File: config.mk
export PLATFORM = sky130hd
export DESIGN_NAME = replicator
export DESIGN_NICKNAME = d
export VERILOG_FILES = /design/src/rtl/replicator.sv
export SDC_FILE = /design/constraint.sdc
export NUM_CORES = 1
export LEC_CHECK = 0
export CORE_UTILIZATION = 25
export DETAILED_ROUTE_END_ITERATION = 8
export DONT_BUFFER_PORTS = 1
export PLACE_DENSITY_LB_ADDON = 0.3
export SLEW_MARGIN = 20
export SYNTH_ARGS = -nofsm -noshare
export SYNTH_HDL_FRONTEND = slang
export SYNTH_SLANG_ARGS = --single-unit
File: constraint.sdc
create_clock -name clk -period 2.5 [get_ports clk]
set_clock_uncertainty 0.15 [all_clocks]
set_input_delay 0.5 -clock clk [delete_from_list [all_inputs] [get_ports clk]]
set_output_delay 0.5 -clock clk [all_outputs]
set_load 0.02 [all_outputs]
File: src/rtl/replicator.sv
// Registered four-input truth-table evaluator. Two run-time writable 16-entry
// tables are indexed by {a,b,c,d}, and the results are registered onto out1/out2.
module replicator #(
    parameter logic [15:0] OUT1_TT = 16'h6996,
    parameter logic [15:0] OUT2_TT = 16'hF666
) (
    input  logic        clk,
    input  logic        rst_n,
    input  logic        a,
    input  logic        b,
    input  logic        c,
    input  logic        d,
    input  logic        tt_load,
    input  logic        tt_sel,
    input  logic [15:0] tt_data,
    output logic        out1,
    output logic        out2,
    output logic        out_valid
);
    localparam int NUM_OUT = 2;

    logic [3:0]                     idx;
    logic [NUM_OUT-1:0][15:0]       tt_q, tt_d;
    logic [NUM_OUT-1:0]             out_q, out_d;
    logic                           out_valid_q, out_valid_d;

    assign idx = {a, b, c, d};

    // Evaluation reads the current tables, so a load only shows up one edge later.
    always_comb begin
        tt_d        = tt_q;
        out_valid_d = 1'b1;
        if (tt_load) begin
            tt_d[tt_sel] = tt_data;
        end
        for (int i = 0; i < NUM_OUT; i++) begin
            out_d[i] = tt_q[i][idx];
        end
    end

    always_ff @(posedge clk) begin
        if (!rst_n) begin
            tt_q        <= {OUT2_TT, OUT1_TT};
            out_q       <= '0;
            out_valid_q <= 1'b0;
        end else begin
            tt_q        <= tt_d;
            out_q       <= out_d;
            out_valid_q <= out_valid_d;
        end
    end

    assign out1      = out_q[0];
    assign out2      = out_q[1];
    assign out_valid = out_valid_q;
endmodule

==> flow_summary.json, run 1 <==
{
  "min_from": "rst_n",
  "diodes": 0,
  "hold_class": "in -> reg",
  "drv_cap": 0,
  "critPathKind": "reg -> out",
  "num_vias": 1179,
  "dieArea_um2": 6400,
  "placed_cell_area_um2": 1540,
  "synth_most_common_cell": "nand2_1",
  "clock_latency_ns": 0.29,
  "synth_nets": 210,
  "totalWireLength_mm": 3.44,
  "synth_flop_cell": "dfxtp_1",
  "clk_pin_slew_ns": 0.07,
  "worst_slew_pin_slew_ns": 0.698,
  "grt_pass1_wl_mm": 5.60,
  "die_h_um": 80.0,
  "ys_ff_latch": 35,
  "fin_area_um2": 1650,
  "dr_wl_met2_mm": 1.40,
  "async_flop_share_pct": 0,
  "num_rows": 28,
  "yosysUniqueCellTypes": 18,
  "io_pins": 27,
  "fin_crit_sh_pct": 54.6,
  "nets": 206,
  "numCtsBuffers": 5,
  "dr.pass1.iters": 4,
  "vias_per_cell": 4.57,
  "coreArea_um2": 5890,
  "globalRouteOverflowTotal": 0,
  "initial_core_util_pct": 25.9,
  "syn_avg_cell_area_um2": 8.18,
  "gp_congestion": 0.809,
  "nFillCells": 655,
  "dr.first_iter.drc_count": 37,
  "ant_nets": 0,
  "regArea_um2": 701,
  "pwr_density_cell_nw_per_um2": 708,
  "drv_slew": 0,
  "antenna_found_initial": 0,
  "max-slew-margin-rel_pct": 53.5,
  "dp_hpwl_mm": 2.38,
  "yosys.area.top_type": "dfxtp_1",
  "yosysWarnings": 0,
  "wl_per_cell_um": 13.3,
  "multi_input_area_um2": 742,
  "cts_hold_buf": 0,
  "tns_ns": 0,
  "regToRegStartpoint": "tt_q[1]",
  "holdWs_ns": 0.0866,
  "grt_usage_pct": 11.9,
  "status": "finished clean",
  "cts_tree": "done",
  "topRoutingLayerUsed": "met4",
  "cp-end-kind": "output pin",
  "grt_pass1_vias": 1141,
  "drc": 0,
  "worstPathArrival_ns": 0.71,
  "route.met3.wl_um": 290,
  "yosysSeqAreaShare_pct": 46.1,
  "clock_sinks": 35,
  "clockBufferDepth": 2,
  "grt_max_degree": 36,
  "synth_area_um2": 1520,
  "port_buffers": 0,
  "synth_commonest_cells": "nand2_1 (70), dfxtp_1 (35), nand3_1 (26)",
  "period_minus_slack_ns": 1.36,
  "grt_setup_unrepaired": "no",
  "fmaxAchievable_ghz": 0.733,
  "fin_util_pct": 28.0,
  "ys_top_cells_by_area": "dfxtp_1 (46%), nand2_1 (17%), mux2i_1 (11%), nand3_1 (8.6%), a21boi_0 (6.4%)",
  "die_w_um": 80.0,
  "drive_gt1_share_pct": 4.92,
  "synthCells": 186,
  "cts-root-buf": "clkbuf_8",
  "cts_setup_buffers": 0,
  "htreeDepth": 2,
  "critPathLaunchType": "flip-flop",
  "synth_top_area_share_pct": 46.1,
  "met1Wirelength_mm": 1.67,
  "irDropWorstVdd_v": 0.000275,
  "startpoint": "out_q[1]",
  "synth_edf_count": 0,
  "finalHoldViolCount": 0,
  "area_delta_synth_final_pct": 8.31,
  "leakage_nw": 0.690,
  "cts_resized": 0,
  "crit_required_ns": 1.85,
  "setup_viol": 0,
  "path_max_fanout": 1
}
final timing paths:
check,depth (start not counted),end,slack [ns]
max,0,out2,1.14
min,0,out_valid,0.09
max reg2reg,4,out_q[0],1.36
min reg2reg,2,tt_q[0],0.31
metrics by stage:
step	power (mW)	setup WS, ns	instances
CTS	1.18	1.13	258
detailed placement	0.731	0.941	250
global route	1.23	1.11	258
finish	1.17	1.14	258
floorplan	0.724	1.08	186
global placement	0.729	0.956	250
area by class of cell:
class                           instances  share of cell area (%)
Multi-Input combinational cell        139                    45.0
Sequential cell                        35                    42.5
Clock buffer                            7                    5.85
Tap cell                               75                    5.69
Clock inverter                          1                   0.456
Timing Repair Buffer                    1                   0.456
placed cells by master, fill, tap and decap left out:
cell type,Yosys,final
nand2b_1,2,2
a21boi_1,1,1
clkbuf_8,0,7
buf_4,1,1
nor2b_1,3,3
nand2_1,70,70
and2_1,1,1
a21boi_0,13,13
a22oi_1,4,4
nor2_1,1,1
mux2i_1,16,16
dfxtp_1,35,35
nand3_1,26,26
clkinvlp_4,0,1
o22ai_1,2,2
layer usage:
layer | track usage [%] | vias to the layer above
met5 | 0 | -
met4 | 5.36 | 0
met3 | 4.23 | 8
met2 | 16.9 | 38
met1 | 15.9 | 523
li1 | - | 610
logic make-up after synthesis:
group / Yosys count / synth area share (%)
mux: 16 / 10.5
simple gates: 103 / 28.5
flops: 35 / 46.1
compound gates: 20 / 9.70
buf+inv: 12 / 5.18
registers in the layout (all words and copies together), names as in the netlist:
name,count
tt_q,32
out_q,2
out_valid,1
power breakdown:
part	total [mW]	switching, mW	internal (mW)
Clock	0.450	0.200	0.250
Combinational	0.104	0.0559	0.0481
Sequential	0.613	0.0211	0.592
Total	1.17	0.277	0.891
Note: power is estimated with default switching activity, not from simulation.
==> run 2, diff against run 1 <==
- ABC_AREA: default -> 1
- clock period: 2.5 -> 1.1 ns (I/O delays scaled with it)
==> flow_summary.json, run 2 <==
{
  "cp-end-kind": "output pin",
  "clock_sinks": 35,
  "largest_reg_flops": 32,
  "yosysWarnings": 0,
  "drive_gt1_share_pct": 10.8,
  "io_pins": 27,
  "synth_flop_cell": "dfxtp_1",
  "antenna_found_initial": 0,
  "yosysUniqueCellTypes": 13,
  "globalRouteOverflowTotal": 0,
  "synth_edf_count": 0,
  "wl_per_cell_um": 13.2,
  "nets": 246,
  "grt_max_degree": 35,
  "holdWs_ns": -0.199,
  "dr.first_iter.drc_count": 96,
  "synth_most_common_cell": "nand2_1",
  "path_max_fanout": 1,
  "worst_slew_pin_slew_ns": 0.393,
  "gp_congestion": 0.827,
  "synth_top_area_share_pct": 45.1,
  "setup_viol": 0,
  "yosysSeqAreaShare_pct": 45.1,
  "final_common_cell": "nand2_1",
  "synth_commonest_cells": "nand2_1 (51), inv_1 (37), dfxtp_1 (35)",
  "yosys.area.top_type": "dfxtp_1",
  "area_delta_synth_final_pct": 16.3,
  "status": "finished, violations left",
  "finalHoldViolCount": 34,
  "dp_hpwl_mm": 2.82,
  "async_flop_share_pct": 0,
  "cts_tree": "done",
  "vias_per_cell": 4.61,
  "fmaxAchievable_ghz": 0.948,
  "drv_cap": 0,
  "grt_usage_pct": 13.3,
  "leakage_nw": 0.835,
  "total_power_mw": 2.74,
  "worstPathArrival_ns": 0.68,
  "port_buffers": 0,
  "cts-root-buf": "clkbuf_8",
  "die_h_um": 80.8,
  "die_w_um": 80.8,
  "grt_pass1_wl_mm": 6.33,
  "drc": 0,
  "crit_required_ns": 0.73,
  "final_cell_mix": "nand2_1 (50), inv_1 (36), dfxtp_1 (32)",
  "critPathKind": "reg -> out",
  "tns_ns": 0,
  "initial_core_util_pct": 26.1,
  "max-slew-margin-rel_pct": 73.8,
  "grt_pass1_vias": 1291,
  "ant_nets": 0,
  "clk_pin_slew_ns": 0.07,
  "critPathLaunchType": "flip-flop",
  "pwr_density_cell_nw_per_um2": 1520,
  "num_vias": 1375,
  "grt_setup_unrepaired": "yes",
  "diodes": 0,
  "ys_ff_latch": 35,
  "synthCells": 218,
  "instances_no_fill": 298,
  "synth_area_um2": 1550,
  "drv_slew": 0,
  "irDropWorstVdd_v": 0.000627,
  "clockBufferDepth": 2,
  "dieArea_um2": 6540,
  "violations": "hold timing",
  "dr.pass1.iters": 4,
  "synth_nets": 242,
  "htreeDepth": 2,
  "numCtsBuffers": 5,
  "hold_class": "in -> reg",
  "ys_top_cells_by_area": "dfxtp_1 (45%), nand2_1 (12%), inv_1 (8.9%), o211ai_1 (8.7%), nand3_1 (8.1%)",
  "syn_avg_cell_area_um2": 7.13,
  "fin_crit_sh_pct": 95.9,
  "dp_cells": 285,
  "totalWireLength_mm": 3.93,
  "num_rows": 28,
  "coreArea_um2": 5960,
  "clock_latency_ns": 0.29,
  "top_register": "tt_q",
  "period_minus_slack_ns": 1.05
}
run 2: cell type report:
class | instances | area (um^2)
well taps | 75 | 93.8
clock buffers | 8 | 100
inverters | 37 | 139
flip-flops and latches | 35 | 704
repair buffers | 10 | 100
multi-input cells | 133 | 669
fillers | 641 | 4150
run 2: through the flow:
step	utilization [%]	instance area (um^2)	hold WS, ns	setup slack, ns
finish	30.3	1810	-0.199	0.0452
CTS	29.4	1750	-0.202	0.0144
floorplan	-	1550	0.0977	0.0568
global placement	27.1	1620	0.0995	-0.177
detailed placement	27.1	1620	0.0996	-0.160
global route	30.3	1810	-0.217	-0.0162
run 2: path summary, 6_finish.rpt:
path	from	endpoint	slack, ns	cells after the start
hold reg to reg	tt_q[9]	tt_q[9]	0.32	2
setup reg to reg	tt_q[21]	out_q[1]	0.06	6
hold / removal	rst_n	out_valid	-0.20	0
setup / recovery	out_q[0]	out1	0.05	0
run 2: timing repair:
| action | 4_1_cts | 5_1_grt |
|---|---|---|
| hold buffers | 3 | 2 |
| setup buffers | 0 | 0 |
| endpoints found under the hold margin | 35 | 34 |
| resized for setup | 2 | 11 |
| endpoints found under the setup margin | 2 | 3 |
run 2: logic make-up after synthesis:
family | after synthesis | synth area share, %
buffers and inverters | 50 | 14.2
AOI/OAI and AO/OA | 46 | 17.7
and+or+nand+nor | 87 | 23.0
DFF | 35 | 45.1
run 2: per-layer routing:
layer / routed length (um) / GRT usage [%]
met2: 1750 / 20.4
met1: 1840 / 16.5
met4: 17 / 3.75
met5: 0 / 0
met3: 327 / 6.29
run 2: power by group:
part / total, mW / switching (mW) / internal [mW] / leakage, nW
Combinational: 0.313 / 0.184 / 0.129 / 0.493
Clock: 1.04 / 0.466 / 0.572 / 0.0515
Sequential: 1.39 / 0.0342 / 1.35 / 0.290
Total: 2.74 / 0.684 / 2.06 / 0.835
